**src/rtl/hazard_detection_unit_if.sv**
```systemverilog
// Hazard detection interface: bundles the ID/EX/MEM register-use information
// seen by the hazard unit and the pipeline-control outputs it produces.
//   slave  : hazard unit side (consumes pipeline info, drives stall/flush controls)
//   master : pipeline side (drives pipeline info, consumes stall/flush controls)
//   IDrs/IDrt/IDusesRt/IDBranch/BranchTaken : ID-stage instruction info
//   EXRegWrite/EXMemRead/EXrd               : EX-stage destination info
//   MemRegWrite/Memrd                       : MEM-stage destination info
//   PCWrite/IFIDWrite/IDEXBubble/IFIDFlush  : pipeline control (Mealy in RUN)
//   StallActive/StallCount                  : stall status and bubble counter
interface hazard_detection_unit_if;
  localparam int unsigned REG_W = 5;
  localparam int unsigned CNT_W = 16;

  logic [REG_W-1:0] IDrs;
  logic [REG_W-1:0] IDrt;
  logic             IDusesRt;
  logic             IDBranch;
  logic             BranchTaken;
  logic             EXRegWrite;
  logic             EXMemRead;
  logic [REG_W-1:0] EXrd;
  logic             MemRegWrite;
  logic [REG_W-1:0] Memrd;
  logic             PCWrite;
  logic             IFIDWrite;
  logic             IDEXBubble;
  logic             IFIDFlush;
  logic             StallActive;
  logic [CNT_W-1:0] StallCount;

  modport master (
    output IDrs, IDrt, IDusesRt, IDBranch, BranchTaken,
    output EXRegWrite, EXMemRead, EXrd, MemRegWrite, Memrd,
    input  PCWrite, IFIDWrite, IDEXBubble, IFIDFlush, StallActive, StallCount
  );

  modport slave (
    input  IDrs, IDrt, IDusesRt, IDBranch, BranchTaken,
    input  EXRegWrite, EXMemRead, EXrd, MemRegWrite, Memrd,
    output PCWrite, IFIDWrite, IDEXBubble, IFIDFlush, StallActive, StallCount
  );
endinterface

```
**src/rtl/hazard_detection_unit.sv**
```systemverilog
// Hazard detection unit for a 5-stage pipeline with branches resolved in ID.
// Detects load-use and branch-operand hazards and stalls the front end
// (freeze PC and IF/ID, bubble ID/EX) for one or two cycles.
//   Clk   : rising-edge clock
//   Reset : synchronous active-high reset
//   bus   : hazard_detection_unit_if.slave (pipeline info in, controls out)
module hazard_detection_unit (
  input  logic                      Clk,
  input  logic                      Reset,
  hazard_detection_unit_if.slave    bus
);
  localparam int unsigned REG_W = 5;
  localparam int unsigned CNT_W = 16;

  typedef enum logic {RUN = 1'b0, STALL = 1'b1} state_t;

  state_t           state;
  state_t           next_state;
  logic             ex_match;
  logic             mem_match;
  logic             h1;
  logic             h2;
  logic             pc_write;
  logic             ifid_write;
  logic             idex_bubble;
  logic             ifid_flush;
  logic             stall_active;
  logic [CNT_W-1:0] stall_count;

  // rd produces a value the ID instruction reads (r0 never creates a hazard)
  function automatic logic reg_match(input logic [REG_W-1:0] rd,
                                     input logic [REG_W-1:0] rs,
                                     input logic [REG_W-1:0] rt,
                                     input logic             uses_rt);
    return (rd != '0) && ((rd == rs) || (uses_rt && (rd == rt)));
  endfunction

  assign ex_match  = reg_match(bus.EXrd,  bus.IDrs, bus.IDrt, bus.IDusesRt);
  assign mem_match = reg_match(bus.Memrd, bus.IDrs, bus.IDrt, bus.IDusesRt);

  // Branch needs an EX result that is only available at WB: two bubbles
  assign h2 = bus.IDBranch && bus.EXRegWrite && ex_match;
  // Branch on a MEM result, or non-branch use of a load in EX: one bubble
  assign h1 = (bus.IDBranch && bus.MemRegWrite && mem_match) ||
              (!bus.IDBranch && bus.EXMemRead && ex_match);

  // State register
  always_ff @(posedge Clk) begin
    if (Reset) state <= RUN;
    else       state <= next_state;
  end

  // Next state and Mealy pipeline controls; Reset forces the idle outputs
  always_comb begin
    next_state   = state;
    pc_write     = 1'b1;
    ifid_write   = 1'b1;
    idex_bubble  = 1'b0;
    ifid_flush   = 1'b0;
    stall_active = 1'b0;
    if (Reset) begin
      next_state = RUN;
    end else begin
      unique case (state)
        RUN: begin
          if (h2 || h1) begin
            pc_write    = 1'b0;
            ifid_write  = 1'b0;
            idex_bubble = 1'b1;
            next_state  = h2 ? STALL : RUN;
          end else begin
            ifid_flush = bus.BranchTaken;
          end
        end
        STALL: begin
          // Second bubble of a branch-after-ALU stall; hazards not re-checked
          pc_write     = 1'b0;
          ifid_write   = 1'b0;
          idex_bubble  = 1'b1;
          stall_active = 1'b1;
          next_state   = RUN;
        end
        default: next_state = RUN;
      endcase
    end
  end

  // Saturating count of issued bubbles
  always_ff @(posedge Clk) begin
    if (Reset)
      stall_count <= '0;
    else if (idex_bubble && (stall_count != {CNT_W{1'b1}}))
      stall_count <= stall_count + CNT_W'(1);
  end

  assign bus.PCWrite     = pc_write;
  assign bus.IFIDWrite   = ifid_write;
  assign bus.IDEXBubble  = idex_bubble;
  assign bus.IFIDFlush   = ifid_flush;
  assign bus.StallActive = stall_active;
  assign bus.StallCount  = stall_count;
endmodule

```
**src/flat_wrapper.sv**
```systemverilog
// flat-port wrapper written by rule: the top's interface ports become plain ports
module hazard_detection_unit_flat 
  (Clk, Reset, bus_IDrs, bus_IDrt, bus_IDusesRt, bus_IDBranch, bus_BranchTaken, bus_EXRegWrite, bus_EXMemRead, bus_EXrd, bus_MemRegWrite, bus_Memrd, bus_PCWrite, bus_IFIDWrite, bus_IDEXBubble, bus_IFIDFlush, bus_StallActive, bus_StallCount);
  hazard_detection_unit_if bus_i ();
  input  logic Clk;
  input  logic Reset;
  input wire logic [$bits(bus_i.IDrs)-1:0] bus_IDrs;
  input wire logic [$bits(bus_i.IDrt)-1:0] bus_IDrt;
  input wire logic [$bits(bus_i.IDusesRt)-1:0] bus_IDusesRt;
  input wire logic [$bits(bus_i.IDBranch)-1:0] bus_IDBranch;
  input wire logic [$bits(bus_i.BranchTaken)-1:0] bus_BranchTaken;
  input wire logic [$bits(bus_i.EXRegWrite)-1:0] bus_EXRegWrite;
  input wire logic [$bits(bus_i.EXMemRead)-1:0] bus_EXMemRead;
  input wire logic [$bits(bus_i.EXrd)-1:0] bus_EXrd;
  input wire logic [$bits(bus_i.MemRegWrite)-1:0] bus_MemRegWrite;
  input wire logic [$bits(bus_i.Memrd)-1:0] bus_Memrd;
  output wire logic [$bits(bus_i.PCWrite)-1:0] bus_PCWrite;
  output wire logic [$bits(bus_i.IFIDWrite)-1:0] bus_IFIDWrite;
  output wire logic [$bits(bus_i.IDEXBubble)-1:0] bus_IDEXBubble;
  output wire logic [$bits(bus_i.IFIDFlush)-1:0] bus_IFIDFlush;
  output wire logic [$bits(bus_i.StallActive)-1:0] bus_StallActive;
  output wire logic [$bits(bus_i.StallCount)-1:0] bus_StallCount;
  assign bus_i.IDrs = bus_IDrs;
  assign bus_i.IDrt = bus_IDrt;
  assign bus_i.IDusesRt = bus_IDusesRt;
  assign bus_i.IDBranch = bus_IDBranch;
  assign bus_i.BranchTaken = bus_BranchTaken;
  assign bus_i.EXRegWrite = bus_EXRegWrite;
  assign bus_i.EXMemRead = bus_EXMemRead;
  assign bus_i.EXrd = bus_EXrd;
  assign bus_i.MemRegWrite = bus_MemRegWrite;
  assign bus_i.Memrd = bus_Memrd;
  assign bus_PCWrite = bus_i.PCWrite;
  assign bus_IFIDWrite = bus_i.IFIDWrite;
  assign bus_IDEXBubble = bus_i.IDEXBubble;
  assign bus_IFIDFlush = bus_i.IFIDFlush;
  assign bus_StallActive = bus_i.StallActive;
  assign bus_StallCount = bus_i.StallCount;
  hazard_detection_unit u_core (.Clk(Clk), .Reset(Reset), .bus(bus_i));
endmodule
```
**config.mk**
```make
export PLATFORM = sky130hd
export DESIGN_NAME = hazard_detection_unit_flat
export DESIGN_NICKNAME = d
export VERILOG_FILES = /design/src/rtl/hazard_detection_unit_if.sv /design/src/rtl/hazard_detection_unit.sv /design/src/flat_wrapper.sv
export SDC_FILE = /design/constraint.sdc
export NUM_CORES = 1
export LEC_CHECK = 0
export CAP_MARGIN = 10
export CORE_MARGIN = 3
export CORE_UTILIZATION = 45
export CTS_BUF_LIST = sky130_fd_sc_hd__clkbuf_8
export DETAILED_ROUTE_END_ITERATION = 12
export PLACE_DENSITY_LB_ADDON = 0.15
export SLEW_MARGIN = 20
export SYNTH_ARGS = -nofsm -noshare
export SYNTH_HDL_FRONTEND = slang
export SYNTH_SLANG_ARGS = --single-unit
```
**constraint.sdc**
```tcl
create_clock -name Clk -period 5 [get_ports Clk]
set_input_delay 0.5 -clock Clk [delete_from_list [all_inputs] [get_ports Clk]]
set_output_delay 0.5 -clock Clk [all_outputs]
set_load 0.05 [all_outputs]
```
==> flow_summary.toml <==
[timing]
relSlewSlack_pct = 49.4
final-max-slew-violation-count = 0
setup_viol = 0
fin_skew_ns = 0.00490
fin_hold_ws_ns = 0.507
max_freq_mhz = 274
final.setup.tns_ns = 0
rsz0062_at_grt = "no"
tightest_slew_ns = 0.757
final_hold_viol_count = 0
finalCriticalPeriod_ns = 3.65
fin_crit_sh_pct = 73.0

[worst_setup_path]
crit_chain = "clkdlybuf4s50_1 > xor2_1 > nor4_1 > a32oi_1 > o221ai_1 > nand2_1 > inv_1 > clkdlybuf4s50_1"
cpMaxStageDelayCell = "clkdlybuf4s50_1"
arrival_ns = 3.15
crit_top_cell = "clkdlybuf4s50_1"
path_class = "primary input to primary output"
required_ns = 4.50
r2r_slack_ns = 3.01
cp-end-kind = "primary output"
worstPathMaxFanout = 5
r2r_cells = 7
start_kind = "primary input"
timing.rr.end = "u_core.bus.StallCount[2]"
cp_slowest_stage_delay_ns = 0.79
r2r_start = "u_core.bus.StallCount[7]"

[outcome]
run_status = "completed"

[detailed_routing]
drc_errors = 0
firstDrtPassIters = 5
routed_wl_mm = 3.36
num_vias = 1307
initialDrtViolationCount = 53
ant_nets = 0
viasPerCell = 5.89
wl_per_cell_microns = 15.1

[power]
ir_drop_uv = 136
powerDensity_nw_per_um2 = 178
cellLeakagePower_nw = 0.619
power_uw = 306

[grt]
grt_max_degree = 24
grt_pass1_vias = 1365
grt_pass1_wl_mm = 5.71
grt_usage_pct = 21.0
grt.overflow.total = 0
antenna_found_initial = 0

[clock_tree]
clkTransAtPathRegs_ns = 0.07
numCtsBuffers = 3
cts_buffer_depth = 2
cts_setup_buffers = 0
cts_tree = "yes"
cts_root_buffer = "clkbuf_8"
htree_levels = 1
ctsHoldBuffers = 0
insertion_delay_ns = 0.25
cts.sink_count = 17
ctsResizeCount = 0

[synthesis]
ys_async_sr_fraction_pct = 0
synth_top_area_share_pct = 28.6
syn_area_per_cell_sq_um = 8.16
syn-cell-area_sq_um = 1190
synth.distinct_cells = 38
synth_edf_count = 0
ys_warn_count = 0
yosysSeqAreaShare_pct = 28.6
synth_area_leader_cell = "dfxtp_1"
ys_ff_latch = 17
ys_top_cells_by_area = "dfxtp_1 29%, xor2_1 13%, or4_1 5.7%"
synth_flop_cell = "dfxtp_1"
syn_nets = 175
synthTopCellsByCount = "18 x xor2_1, 17 x dfxtp_1, 12 x nor2_1"
yosysMostFrequentCell = "xor2_1"
syn-instance-count = 146

[floorplanning]
coreArea_sq_um = 2500
die_w_microns = 57.5
rows = 18
io_pins = 49
fp.dieArea_sq_um = 3300
die_h_microns = 57.5
initial_core_util_pct = 47.6

[min_path]
holdPathStages = 2
hp-start = "u_core.bus.StallCount[9]"
hold_path_class = "register to register"
whs_endpoint = "u_core.bus.StallCount[9]"

[final_layout]
drive_above_1_share_pct = 5.73
fin_nets = 222
layout.area.seq_sq_um = 340
diodes = 0
n_fill_cell = 207
area_delta_synth_final_pct = 44.7
multi_input_area_sq_um = 797
final_util_pct = 69.0

[job]
cap_viol_max_count = 0

[placed_design]
hpwl_mm = 2.64
place_congestion = 0.942
io_buffers = 48
final cells by class:
| cell class | count | area share (%) |
|---|---|---|
| clock buffers | 3 | 2.39 |
| clock inverters | 1 | 0.290 |
| inverters | 4 | 0.871 |
| multi-input cells | 118 | 46.2 |
| flip-flops and latches | 17 | 19.7 |
| well taps | 30 | 2.18 |
| repair buffers | 49 | 28.3 |
cells by family (layout without fill, tap and decap cells):
| kind of cell | after synthesis | count (layout) | share of synthesized area (%) |
|---|---|---|---|
| AO/OA/AOI/OAI | 31 | 31 | 18.5 |
| XOR/XNOR | 20 | 20 | 14.7 |
| adder cells (fa/ha/maj) | 1 | 1 | 1.05 |
| buffers and inverters | 11 | 57 | 4.52 |
| flip-flops | 17 | 17 | 28.6 |
| multiplexers | 5 | 5 | 4.73 |
| AND/OR/NAND/NOR | 61 | 61 | 27.9 |
worst max-delay path: cells and delay by family:
| family | cells | cell delay [ns] |
|---|---|---|
| and+or+nand+nor | 2 | 0.51 |
| AOI/OAI and AO/OA | 2 | 0.62 |
| buffers and inverters | 3 | 1.34 |
| xor gates and xnor gates | 1 | 0.17 |
placed cells by master, fill, tap and decap left out, types with 3 or more instances in the layout:
cell type,Yosys,routed
clkdlybuf4s50_1,0,48
xor2_1,18,18
dfxtp_1,17,17
nor2_1,12,12
or4_1,9,9
nand2_1,9,9
nand3_1,9,9
a21oi_1,9,9
o31ai_1,6,6
mux2_2,5,5
and3_1,5,5
inv_1,4,4
nor3_1,4,4
nor2b_1,4,4
nand4_1,3,3
clkbuf_8,0,3
metal layers:
layer | routed length, microns | GRT usage, % | up-vias
met4 | 52 | 9.60 | 0
li1 | - | - | 635
met3 | 211 | 4.98 | 10
met2 | 1570 | 33.9 | 57
met5 | 0 | 0 | -
met1 | 1530 | 26.3 | 605
per-stage QoR:
step	worst slack [ns]	instance area, sq um	cells
floorplan	1.50	1190	146
global placement	1.40	1680	218
detailed placement	1.37	1680	218
CTS	1.36	1720	222
global route	1.21	1720	222
finish	1.35	1720	222
registers in the layout (all words and copies together), names as in the netlist:
name                   cells
u_core.bus.StallCount     16
u_core.state               1
how the worst max path moves through the flow:
stage / depth (start not counted) / start / to
after floorplan: 4 / bus_Memrd[0] / bus_IFIDFlush
after global placement: 6 / bus_Memrd[0] / bus_IFIDFlush
after detailed placement: 8 / bus_Memrd[2] / bus_IDEXBubble
after CTS: 8 / bus_Memrd[2] / bus_IDEXBubble
after global routing: 8 / bus_EXrd[2] / bus_IDEXBubble
final: 8 / bus_Memrd[2] / bus_IDEXBubble
report_power, final:
| group | switching, mW | total (mW) | leakage (nW) | internal (mW) |
|---|---|---|---|---|
| logic | 0.0338 | 0.0669 | 0.457 | 0.0331 |
| clock network | 0.0478 | 0.103 | 0.0255 | 0.0552 |
| registers | 0.000586 | 0.136 | 0.137 | 0.136 |
Power figures use the tool's default switching activity.
